==> config.mk <==
export PLATFORM = sky130hd
export DESIGN_NAME = alu_op_scheduler_flat
export DESIGN_NICKNAME = d
export VERILOG_FILES = /design/src/rtl/alu_sched_pkg.sv /design/src/rtl/alu_op_scheduler_if.sv /design/src/rtl/alu_rr_arbiter.sv /design/src/rtl/alu_op_scheduler.sv /design/src/flat_wrapper.sv
export SDC_FILE = /design/constraint.sdc
export NUM_CORES = 1
export LEC_CHECK = 0
export CAP_MARGIN = 30
export CORE_MARGIN = 10
export CORE_UTILIZATION = 42
export CTS_CLUSTER_SIZE = 12
export DETAILED_ROUTE_END_ITERATION = 10
export GPL_ROUTABILITY_DRIVEN = 0
export PLACE_DENSITY = 0.81
export REMOVE_ABC_BUFFERS = 1
export SLEW_MARGIN = 20
export SYNTH_ARGS = -nofsm -noshare
export SYNTH_HDL_FRONTEND = slang
export SYNTH_SLANG_ARGS = --single-unit
==> constraint.sdc <==
create_clock -name clk -period 3.8 [get_ports clk]
set_input_delay 0.76 -clock clk [delete_from_list [all_inputs] [get_ports clk]]
set_output_delay 0.76 -clock clk [all_outputs]
set_load 0.01 [all_outputs]
==> src/rtl/alu_sched_pkg.sv <==
// rtl/alu_sched_pkg.sv - shared types, constants and latency select for the ALU op scheduler
// Contents: state_t (scheduler FSM), flags_t {err,oflow,cout,g,l,e},
//           MUL_INC/MUL_SHIFT command codes, CNT_W wait-counter width, lat_sel().
package alu_sched_pkg;

   typedef enum logic [1:0] {
      S_IDLE  = 2'd0,
      S_ISSUE = 2'd1,
      S_WAIT  = 2'd2,
      S_RESP  = 2'd3
   } state_t;

   typedef struct packed {
      logic err;
      logic oflow;
      logic cout;
      logic g;
      logic l;
      logic e;
   } flags_t;

   localparam int unsigned MUL_INC   = 9;
   localparam int unsigned MUL_SHIFT = 10;
   localparam int          CNT_W     = 8;

   // Multiplies are the only arithmetic ops with the longer pipeline.
   function automatic logic [CNT_W-1:0] lat_sel(input logic        mode,
                                                input int unsigned cmd,
                                                input int unsigned lat,
                                                input int unsigned mul_lat);
      if (mode && (cmd == MUL_INC || cmd == MUL_SHIFT))
         return CNT_W'(mul_lat);
      return CNT_W'(lat);
   endfunction

endpackage

==> src/rtl/alu_op_scheduler_if.sv <==
// rtl/alu_op_scheduler_if.sv - requester/response bundle between the fabric and the scheduler
// master: requester fabric (drives req_*, rsp_ready; sees req_ready, rsp_*)
// slave:  scheduler        (drives req_ready, rsp_valid/id/res/flags)
interface alu_op_scheduler_if #(
   parameter int N_REQ = 4,
   parameter int N     = 8,
   parameter int M     = 4
);
   localparam int ID_W = $clog2(N_REQ);

   logic [N_REQ-1:0]   req_valid;
   logic [N_REQ-1:0]   req_ready;
   logic [N_REQ-1:0]   req_mode;
   logic [N_REQ*M-1:0] req_cmd;
   logic [N_REQ*N-1:0] req_opa;
   logic [N_REQ*N-1:0] req_opb;
   logic [N_REQ-1:0]   req_cin;
   logic               rsp_valid;
   logic               rsp_ready;
   logic [ID_W-1:0]    rsp_id;
   logic [N+1:0]       rsp_res;
   logic [5:0]         rsp_flags;

   modport master (
      output req_valid, req_mode, req_cmd, req_opa, req_opb, req_cin, rsp_ready,
      input  req_ready, rsp_valid, rsp_id, rsp_res, rsp_flags
   );

   modport slave (
      input  req_valid, req_mode, req_cmd, req_opa, req_opb, req_cin, rsp_ready,
      output req_ready, rsp_valid, rsp_id, rsp_res, rsp_flags
   );
endinterface

==> src/rtl/alu_rr_arbiter.sv <==
// rtl/alu_rr_arbiter.sv - combinational round-robin arbiter
// Ports: req (request vector), last_grant (previous winner) in;
//        grant (one-hot), grant_id (encoded), any (some request present) out.
module alu_rr_arbiter #(
   parameter  int N_REQ = 4,
   localparam int ID_W  = $clog2(N_REQ)
) (
   input  logic [N_REQ-1:0] req,
   input  logic [ID_W-1:0]  last_grant,
   output logic [N_REQ-1:0] grant,
   output logic [ID_W-1:0]  grant_id,
   output logic             any
);
   logic [ID_W-1:0] idx;

   // Search starts one past the previous winner so it ends up with lowest priority.
   always_comb begin
      grant    = '0;
      grant_id = '0;
      any      = 1'b0;
      idx      = '0;
      for (int k = 1; k <= N_REQ; k++) begin
         idx = ID_W'((int'(last_grant) + k) % N_REQ);
         if (!any && req[idx]) begin
            any         = 1'b1;
            grant[idx]  = 1'b1;
            grant_id    = idx;
         end
      end
   end
endmodule

==> src/rtl/alu_op_scheduler.sv <==
// rtl/alu_op_scheduler.sv - round-robin sharing of one ALU between N_REQ requesters
// Ports: clk, reset (sync, active-high); bus (slave side of alu_op_scheduler_if);
//        alu_ce/alu_inp_valid/alu_mode/alu_cmd/alu_opa/alu_opb/alu_cin to the ALU;
//        alu_res and alu_err/oflow/cout/g/l/e from the ALU.
module alu_op_scheduler
   import alu_sched_pkg::*;
#(
   parameter  int N_REQ   = 4,
   parameter  int N       = 8,
   parameter  int M       = 4,
   parameter  int LAT     = 1,
   parameter  int MUL_LAT = 2,
   localparam int ID_W    = $clog2(N_REQ)
) (
   input  logic                clk,
   input  logic                reset,
   alu_op_scheduler_if.slave   bus,
   output logic                alu_ce,
   output logic [1:0]          alu_inp_valid,
   output logic                alu_mode,
   output logic [M-1:0]        alu_cmd,
   output logic [N-1:0]        alu_opa,
   output logic [N-1:0]        alu_opb,
   output logic                alu_cin,
   input  logic [N+1:0]        alu_res,
   input  logic                alu_err,
   input  logic                alu_oflow,
   input  logic                alu_cout,
   input  logic                alu_g,
   input  logic                alu_l,
   input  logic                alu_e
);
   state_t           state, state_next;
   logic [N_REQ-1:0] grant, req_ready_c;
   logic [ID_W-1:0]  grant_id, last_grant;
   logic             any_req, take;

   logic             op_mode, op_cin;
   logic [M-1:0]     op_cmd;
   logic [N-1:0]     op_opa, op_opb;
   logic [ID_W-1:0]  op_id;
   logic [CNT_W-1:0] cnt;
   logic [N+1:0]     res_q;
   flags_t           flags_q;

   logic             sel_mode, sel_cin;
   logic [M-1:0]     sel_cmd;
   logic [N-1:0]     sel_opa, sel_opb;

   alu_rr_arbiter #(.N_REQ(N_REQ)) u_arb (
      .req        (bus.req_valid),
      .last_grant (last_grant),
      .grant      (grant),
      .grant_id   (grant_id),
      .any        (any_req)
   );

   // Operand mux for the granted requester.
   always_comb begin
      sel_mode = 1'b0;
      sel_cin  = 1'b0;
      sel_cmd  = '0;
      sel_opa  = '0;
      sel_opb  = '0;
      for (int i = 0; i < N_REQ; i++) begin
         if (grant[i]) begin
            sel_mode = bus.req_mode[i];
            sel_cin  = bus.req_cin[i];
            sel_cmd  = bus.req_cmd[i*M +: M];
            sel_opa  = bus.req_opa[i*N +: N];
            sel_opb  = bus.req_opb[i*N +: N];
         end
      end
   end

   always_ff @(posedge clk) begin
      if (reset) state <= S_IDLE;
      else       state <= state_next;
   end

   // Ready is gated by reset so no requester believes it was accepted while
   // the scheduler is being cleared.
   always_comb begin
      state_next  = state;
      req_ready_c = '0;
      take        = 1'b0;
      alu_ce      = 1'b0;
      unique case (state)
         S_IDLE: begin
            if (any_req && !reset) begin
               take        = 1'b1;
               req_ready_c = grant;
               state_next  = S_ISSUE;
            end
         end
         S_ISSUE: begin
            alu_ce     = 1'b1;
            state_next = S_WAIT;
         end
         S_WAIT: begin
            if (cnt <= CNT_W'(1)) state_next = S_RESP;
         end
         S_RESP: begin
            if (bus.rsp_ready) state_next = S_IDLE;
         end
         default: state_next = S_IDLE;
      endcase
   end

   always_ff @(posedge clk) begin
      if (reset) begin
         op_mode    <= 1'b0;
         op_cin     <= 1'b0;
         op_cmd     <= '0;
         op_opa     <= '0;
         op_opb     <= '0;
         op_id      <= '0;
         cnt        <= '0;
         res_q      <= '0;
         flags_q    <= '0;
         last_grant <= ID_W'(N_REQ - 1);
      end else begin
         unique case (state)
            S_IDLE: begin
               if (take) begin
                  op_mode <= sel_mode;
                  op_cin  <= sel_cin;
                  op_cmd  <= sel_cmd;
                  op_opa  <= sel_opa;
                  op_opb  <= sel_opb;
                  op_id   <= grant_id;
               end
            end
            S_ISSUE: cnt <= lat_sel(op_mode, 32'(op_cmd), LAT, MUL_LAT);
            S_WAIT: begin
               cnt <= cnt - CNT_W'(1);
               // Last wait cycle: the ALU output now belongs to this op.
               if (cnt <= CNT_W'(1)) begin
                  res_q   <= alu_res;
                  flags_q <= flags_t'({alu_err, alu_oflow, alu_cout, alu_g, alu_l, alu_e});
               end
            end
            S_RESP: begin
               if (bus.rsp_ready) last_grant <= op_id;
            end
            default: ;
         endcase
      end
   end

   // ALU fields come straight from the op register, so they hold through WAIT.
   assign alu_inp_valid = {2{alu_ce}};
   assign alu_mode      = op_mode;
   assign alu_cmd       = op_cmd;
   assign alu_opa       = op_opa;
   assign alu_opb       = op_opb;
   assign alu_cin       = op_cin;

   assign bus.req_ready = req_ready_c;
   assign bus.rsp_valid = (state == S_RESP);
   assign bus.rsp_id    = op_id;
   assign bus.rsp_res   = res_q;
   assign bus.rsp_flags = flags_q;
endmodule
==> src/flat_wrapper.sv <==
// flat-port wrapper written by rule: the top's interface ports become plain ports
module alu_op_scheduler_flat import alu_sched_pkg::*;
#(
   parameter  int N_REQ   = 4,
   parameter  int N       = 8,
   parameter  int M       = 4,
   parameter  int LAT     = 1,
   parameter  int MUL_LAT = 2,
   localparam int ID_W    = $clog2(N_REQ)
)
  (clk, reset, alu_ce, alu_inp_valid, alu_mode, alu_cmd, alu_opa, alu_opb, alu_cin, alu_res, alu_err, alu_oflow, alu_cout, alu_g, alu_l, alu_e, bus_req_valid, bus_req_mode, bus_req_cmd, bus_req_opa, bus_req_opb, bus_req_cin, bus_rsp_ready, bus_req_ready, bus_rsp_valid, bus_rsp_id, bus_rsp_res, bus_rsp_flags);
  alu_op_scheduler_if #(.N_REQ(N_REQ), .N(N), .M(M)) bus_i ();
  input  logic clk;
  input  logic reset;
  output logic alu_ce;
  output logic [1:0] alu_inp_valid;
  output logic alu_mode;
  output logic [M-1:0] alu_cmd;
  output logic [N-1:0] alu_opa;
  output logic [N-1:0] alu_opb;
  output logic alu_cin;
  input  logic [N+1:0] alu_res;
  input  logic alu_err;
  input  logic alu_oflow;
  input  logic alu_cout;
  input  logic alu_g;
  input  logic alu_l;
  input  logic alu_e;
  input wire logic [$bits(bus_i.req_valid)-1:0] bus_req_valid;
  input wire logic [$bits(bus_i.req_mode)-1:0] bus_req_mode;
  input wire logic [$bits(bus_i.req_cmd)-1:0] bus_req_cmd;
  input wire logic [$bits(bus_i.req_opa)-1:0] bus_req_opa;
  input wire logic [$bits(bus_i.req_opb)-1:0] bus_req_opb;
  input wire logic [$bits(bus_i.req_cin)-1:0] bus_req_cin;
  input wire logic [$bits(bus_i.rsp_ready)-1:0] bus_rsp_ready;
  output wire logic [$bits(bus_i.req_ready)-1:0] bus_req_ready;
  output wire logic [$bits(bus_i.rsp_valid)-1:0] bus_rsp_valid;
  output wire logic [$bits(bus_i.rsp_id)-1:0] bus_rsp_id;
  output wire logic [$bits(bus_i.rsp_res)-1:0] bus_rsp_res;
  output wire logic [$bits(bus_i.rsp_flags)-1:0] bus_rsp_flags;
  assign bus_i.req_valid = bus_req_valid;
  assign bus_i.req_mode = bus_req_mode;
  assign bus_i.req_cmd = bus_req_cmd;
  assign bus_i.req_opa = bus_req_opa;
  assign bus_i.req_opb = bus_req_opb;
  assign bus_i.req_cin = bus_req_cin;
  assign bus_i.rsp_ready = bus_rsp_ready;
  assign bus_req_ready = bus_i.req_ready;
  assign bus_rsp_valid = bus_i.rsp_valid;
  assign bus_rsp_id = bus_i.rsp_id;
  assign bus_rsp_res = bus_i.rsp_res;
  assign bus_rsp_flags = bus_i.rsp_flags;
  alu_op_scheduler #(.N_REQ(N_REQ), .N(N), .M(M), .LAT(LAT), .MUL_LAT(MUL_LAT)) u_core (.clk(clk), .reset(reset), .bus(bus_i), .alu_ce(alu_ce), .alu_inp_valid(alu_inp_valid), .alu_mode(alu_mode), .alu_cmd(alu_cmd), .alu_opa(alu_opa), .alu_opb(alu_opb), .alu_cin(alu_cin), .alu_res(alu_res), .alu_err(alu_err), .alu_oflow(alu_oflow), .alu_cout(alu_cout), .alu_g(alu_g), .alu_l(alu_l), .alu_e(alu_e));
endmodule
# Word-level counts from Yosys, hierarchy flattened
# Index checks and enable logic that the tools add are counted.
# totals
regBits	52
input_bits	111
elab_cells	124
# op_classes
add_sub_neg	5
order_cmp	9
eq_ne	8
muxes	63
n_bitwise	3
reduce_logical	20
# op_table
op	n
$mux W8	10
$mux W4	10
$mux W1	26
$pmux W8 S2	1
$mux W2	7
$lt A2 B3 Y1 const B	4
$or A4 B4 Y4	3
$logic_and A1 B1 Y1	9
$bmux W1 S2	4
$demux W1 S2	4
$eq A4 B4 Y1 const B	2
$ge A2 B1 Y1 const B	4
$le A8 B1 Y1 const B	1
$pmux W2 S4	1
$sub A8 B1 Y8 const B	1
$reduce_and A2 Y1	3
$add A2 B1 Y2 const B	2
$add A2 B2 Y2 const B	2
$eq A2 B2 Y1 const B	2
$logic_not A1 Y1	4
$ne A2 B1 Y1 const B	2
$reduce_and A3 Y1	1
$eq A2 B1 Y1 const B	1
$logic_not A2 Y1	1
3 further kinds	3

# Longest topological paths before layout
# Gate-level depths: netlist of run 1.
# depth
word_depth	17
ltp_mapped	12

# By module
# From an unflattened synthesis of run 1, not the netlist that was laid out.
# hier_totals
cells_unflattened	406
area_unflattened_um2	3331.9
# by_module_without_submodules
module	instances	cells_each	area_per_inst_um2
alu_op_scheduler	1	320	2702.6
alu_rr_arbiter	1	86	629.4

# Worst setup path before layout of run 1
# No wires, ideal clock.
# synth_path
path_kind	flip-flop to output port
start	reg u_core.last_grant[0]
end	out bus_req_ready[3]
arrival_time_ns	2.529
required_time_ns	3.040
path_slack_ns	0.511
stages_incl_launch_ff	11
path_cell_list	dfxtp_1 -> buf_6 -> inv_1 -> ha_1 -> buf_4 -> mux4_2 -> buf_6 -> a22o_1 -> a221o_2 -> buf_6 -> and2_1
# synth_between
elab_chain_cells	16
# synth_lines
element	line	text
start, declared	alu_op_scheduler.sv:35	logic [ID_W-1:0] grant_id, last_grant;
start signal, assigned	alu_op_scheduler.sv:121	last_grant <= ID_W'(N_REQ - 1);
start signal, assigned	alu_op_scheduler.sv:144	if (bus.rsp_ready) last_grant <= op_id;
parallel branches: the longest is 14 deep, another holds $lt A2 B3 Y1	-	
$mux W4 *	alu_op_scheduler.sv:90	if (any_req && !reset) begin
$mux W4 *	alu_op_scheduler.sv:88	unique case (state)
end, declared	flat_wrapper.sv:36	output wire logic [$bits(bus_i.req_ready)-1:0] bus_req_ready;
# Mark *: on every way between the ends. The select of a mux whose other input is x is not followed.

# Worst setup path after layout of run 1
# layout_path
start	in bus_req_valid[2]
end	out bus_req_ready[3]
# layout_between
elab_chain_cells	15
# layout_lines
element	line	text
start, declared	flat_wrapper.sv:29	input wire logic [$bits(bus_i.req_valid)-1:0] bus_req_valid;
$bmux W1 S2	alu_rr_arbiter.sv:24	if (!any && req[idx]) begin
$mux W1 (not written as such)	alu_rr_arbiter.sv:24	
$mux W1	alu_rr_arbiter.sv:24	
$logic_not A1 Y1	alu_rr_arbiter.sv:24	
$logic_and A1 B1 Y1	alu_rr_arbiter.sv:24	
$mux W1	alu_rr_arbiter.sv:24	
$logic_not A1 Y1	alu_rr_arbiter.sv:24	
$logic_and A1 B1 Y1	alu_rr_arbiter.sv:24	
$mux W1	alu_rr_arbiter.sv:24	
$logic_not A1 Y1	alu_rr_arbiter.sv:24	
$logic_and A1 B1 Y1	alu_rr_arbiter.sv:24	
$mux W1	alu_rr_arbiter.sv:24	
$logic_and A1 B1 Y1	alu_op_scheduler.sv:90	
$mux W4 *	alu_op_scheduler.sv:90	
$mux W4 *	alu_op_scheduler.sv:88	
# Mark *: on every way between the ends. The rest lies on a longest branch, timed or not. The select of a mux whose other input is x is not followed.

==> results of run 1 <==
layer usage:
layer | GRT usage | part of all wire | wire length, um
met5 | 0 | 0.0016 | 20
met4 | 0.0523 | 0.019 | 240
met3 | 0.0483 | 0.075 | 938
met2 | 0.353 | 0.52 | 6480
met1 | 0.207 | 0.39 | 4860
power breakdown:
| part | switching [W] | internal (W) | total, W | leakage (nW) |
|---|---|---|---|---|
| sequential | 0.000112 | 0.000720 | 0.000832 | 0.426 |
| combinational | 0.000758 | 0.000802 | 0.00156 | 1.58 |
| clock | 0.000190 | 0.000199 | 0.000389 | 0.0548 |
| total | 0.00106 | 0.00172 | 0.00278 | 2.06 |
stage by stage:
step           setup WS [ns]  TNS [ns]  total power (W)  cell area, um^2  std cells
2_1_floorplan          -1.14    -21.78          0.00170             3240        328
3_3_place_gp          -0.116    -0.325          0.00237             5150        615
3_5_place_dp          -0.137    -0.435          0.00242             5150        615
4_1_cts                0.108         0          0.00281             5300        624
5_1_grt               0.0440         0          0.00296             5300        624
6_report               0.101         0          0.00278             5300        624
state kept, by name, indices dropped and copies added (netlist names):
register and flops:
u_core.alu_opb 8, u_core.alu_cmd 4, u_core.alu_cin 1, u_core.last_grant 2, u_core.bus.rsp_res 10, u_core.state 2
u_core.alu_opa 8, u_core.cnt 8, u_core.bus.rsp_flags 6, u_core.bus.rsp_id 2, u_core.alu_mode 1
timing repair:
| action | 4_1_cts | 5_1_grt |
|---|---|---|
| gates resized for setup | 7 | 0 |
| setup endpoints to repair | 4 | 0 |
| endpoints found under the hold margin | 0 | 0 |
final cells by class:
| cell class | instances | area, um^2 | area share |
|---|---|---|---|
| multi-input combinational | 270 | 2220 | 0.419 |
| timing repair buffer | 182 | 1760 | 0.333 |
| sequential | 52 | 1040 | 0.197 |
| tap | 105 | 131 | 0.0248 |
| clock buffer | 5 | 68.8 | 0.0130 |
| clock inverter | 3 | 46.3 | 0.00874 |
| inverter | 7 | 26.3 | 0.00496 |
placed cells by master, fill, tap and decap left out, types with 3 or more instances in the layout:
master,count
sky130_fd_sc_hd__nor3b_1,23
sky130_fd_sc_hd__nand2_1,9
sky130_fd_sc_hd__ha_1,14
sky130_fd_sc_hd__o31ai_1,3
sky130_fd_sc_hd__o21ai_0,6
sky130_fd_sc_hd__buf_4,23
sky130_fd_sc_hd__nor2b_1,3
sky130_fd_sc_hd__mux2i_1,19
sky130_fd_sc_hd__xnor2_1,3
sky130_fd_sc_hd__dlygate4sd2_1,5
sky130_fd_sc_hd__clkdlybuf4s50_1,152
sky130_fd_sc_hd__nor2_1,58
sky130_fd_sc_hd__nand3b_1,4
sky130_fd_sc_hd__xor2_1,4
sky130_fd_sc_hd__a31oi_1,24
sky130_fd_sc_hd__a221oi_2,21
sky130_fd_sc_hd__clkbuf_8,5
sky130_fd_sc_hd__a221oi_1,4
sky130_fd_sc_hd__o31ai_2,20
sky130_fd_sc_hd__dfxtp_1,52
sky130_fd_sc_hd__inv_1,7
sky130_fd_sc_hd__nand2b_1,3
sky130_fd_sc_hd__a221o_2,3
critical path, stage by stage:
cell	delay, ns
sky130_fd_sc_hd__clkdlybuf4s50_1	0.41
sky130_fd_sc_hd__buf_4	0.16
sky130_fd_sc_hd__mux4_2	0.57
sky130_fd_sc_hd__a22o_1	0.27
sky130_fd_sc_hd__a221o_2	0.31
sky130_fd_sc_hd__and2_1	0.15
sky130_fd_sc_hd__dlygate4sd2_1	0.29
Yosys cell counts, types with 3 or more instances:
master,instances
sky130_fd_sc_hd__a221o_2,3
sky130_fd_sc_hd__nand3b_1,4
sky130_fd_sc_hd__and2_1,3
sky130_fd_sc_hd__a31oi_1,24
sky130_fd_sc_hd__o21ai_0,6
sky130_fd_sc_hd__a21oi_1,3
sky130_fd_sc_hd__ha_1,14
sky130_fd_sc_hd__nor3b_1,23
sky130_fd_sc_hd__mux2i_1,19
sky130_fd_sc_hd__nor2_1,58
sky130_fd_sc_hd__o31ai_2,20
sky130_fd_sc_hd__buf_4,7
sky130_fd_sc_hd__a221oi_1,5
sky130_fd_sc_hd__clkbuf_1,10
sky130_fd_sc_hd__nor2b_1,3
sky130_fd_sc_hd__xnor2_1,3
sky130_fd_sc_hd__inv_1,7
sky130_fd_sc_hd__o31ai_1,3
sky130_fd_sc_hd__buf_6,12
sky130_fd_sc_hd__a221oi_2,20
sky130_fd_sc_hd__nand2_1,9
sky130_fd_sc_hd__dfxtp_1,52
sky130_fd_sc_hd__xor2_1,4
sky130_fd_sc_hd__nand2b_1,3
cells by family (layout without fill, tap and decap cells):
| family | after synthesis | in the layout | share of synthesized area |
|---|---|---|---|
| muxes | 24 | 25 | 0.0807 |
| and+or+nand+nor | 124 | 124 | 0.190 |
| AOI/OAI and AO/OA | 100 | 100 | 0.280 |
| buffers and inverters | 42 | 197 | 0.0860 |
| xor gates and xnor gates | 7 | 7 | 0.0174 |
| adders and majority gates | 14 | 14 | 0.0498 |
| DFF | 52 | 52 | 0.296 |
final timing paths:
| path | cells after the start | slack, ns | endpoint | from |
|---|---|---|---|---|
| worst min-delay path | 2 | 0.51 | u_core.bus.rsp_res[5] | u_core.bus.rsp_res[5] |
| worst min register to register | 2 | 0.51 | u_core.bus.rsp_res[5] | u_core.bus.rsp_res[5] |
| worst max register to register | 10 | 0.51 | u_core.alu_cmd[0] | u_core.last_grant[1] |
| worst max-delay path | 7 | 0.10 | bus_req_ready[3] | bus_req_valid[2] |
==> summary.md, run 1 <==
| Metric | Value |
|---|---|
| Maximum operating frequency | ~270 MHz |
| Share of Yosys cell area claimed by the top area cell type | 0.296 |
| Pleak | 2.06 nW |
| Data arrival time at the worst-slack endpoint | 2.94 ns |
| EDFF count, synth | 0 |
| Final cell utilization of the core | 0.648 |
| Sequential fraction of the synthesis area | 0.296 |
| Initial core utilization | 0.431 |
| Number of fill cells in the layout | a little under 700 |
| Final min period | 3.70 ns |
| Violation count after the first detailed-routing iteration | approximately 170 |
| Clock latency at the later pin of the worst-skew pair | 0.31 ns |
| Number of H-tree levels | 2 |
| Total vias in the final route | 3524 |
| Clock slew at reported path FFs | 0.09 ns |
| Ant. Diodes | 0 |
| Least-Margin Pin Slew | 0.632 ns |
| Overall die width | 112 um |
| Syn_area_per_cell | 9.70 um^2 |
| FP Rows | 33 |
| Fraction of layout instances using a drive strength above 1 | 0.179 |
| Unrepaired setup endpoints after global routing | false |
| Worst-case clock buffer depth | 2 |
| Final critical-path share of the clock period | 0.973 |
| Total Die Area | about 12000 um^2 |
| Sort of element at the start of the critical path | input pin |
| Detail Route Antenna Nets | 0 |
| Status | finished clean |
| Crit-path max FO | 7 |
| Synth area leader | sky130_fd_sc_hd__dfxtp_1 |
| Clk Tree Root Cell | sky130_fd_sc_hd__clkbuf_8 |
| Total iterations of the first detailed-routing run | 5 |
| Post-detailed-route DRC marker count | 0 |
| Number of failing setup endpoints in the final timing report | 0 |
| Core area | just over 8000 um^2 |
| Number of max-capacitance violations reported | 0 |
| Final-report hold violation count | 0 |
| Total detailed-routing wirelength | 12.5 mm |
| Power per cell area | 525 nW/um^2 |
| Area contributors post-synth | sky130_fd_sc_hd__dfxtp_1 30%, sky130_fd_sc_hd__a221oi_2 8.5%, sky130_fd_sc_hd__o31ai_2 7.1%, sky130_fd_sc_hd__nor2_1 6.2%, sky130_fd_sc_hd__mux2i_1 5.4% |
| Most used DFF post-synth | sky130_fd_sc_hd__dfxtp_1 |
| Rel. slew slack | 0.573 |
| Grt total ovfl | 0 |
| Final Slew Violations | 0 |
| Clock buffers created by TritonCTS | 5 |
| Critical path start-end classification | input pin to output pin |
| Setup skew after layout | 0.00638 ns |
| Number of input and output port buffers inserted | ~160 |
| Overall track demand over capacity in global routing | 0.190 |
| Min-Delay Path Class | flop to flop |
| Estimated wirelength of the detail-placed design | 9.63 mm |
| Area growth from synthesis to final layout | 50.4% |
| TritonCTS clock tree | done |
| Pin count of the biggest net entering global routing | 49 |
| Die Span Y | 112 um |
| Cells after synthesis | 363 |
| Synthesized cell area | roughly 3500 um^2 |
| Sinks on Clock Net | between 50 and 60 |
| Post-synthesis async set-or-reset flop share | 0 |
| Global-route wire length before repair | 19.9 mm |
| Vias in the first global route | 3689 |
| Synthesis Warnings | 0 |
| CTS hold repair buffers | 0 |
| Fin nets | 643 |
| Synthesis-stage register bit count | 52 |
| WL per Instance | ~20 um |
| Number of antenna violations at the first check in global routing | 1 |
| Crit path required time | roughly 3 ns |
| Via count normalized by instance count | 5.65 |
| Setup Fix Bufs, Post-CTS | 0 |
| Critical Path Sink Type | output pin |
| Count of different cell masters after synthesis | 59 |
| Worst IR Drop VDD | 0.000215 V |
| Number of I/O pins | 159 |
| Minimum hold slack | 0.505 ns |
Power figures use the tool's default switching activity.
==> run 2, diff against run 1 <==
CAP_MARGIN = 40   (was 30)
HOLD_SLACK_MARGIN = 0.03   (was unset)
==> results of run 2 <==
The final DEF is identical to that of run 1; final timing and power are the same.
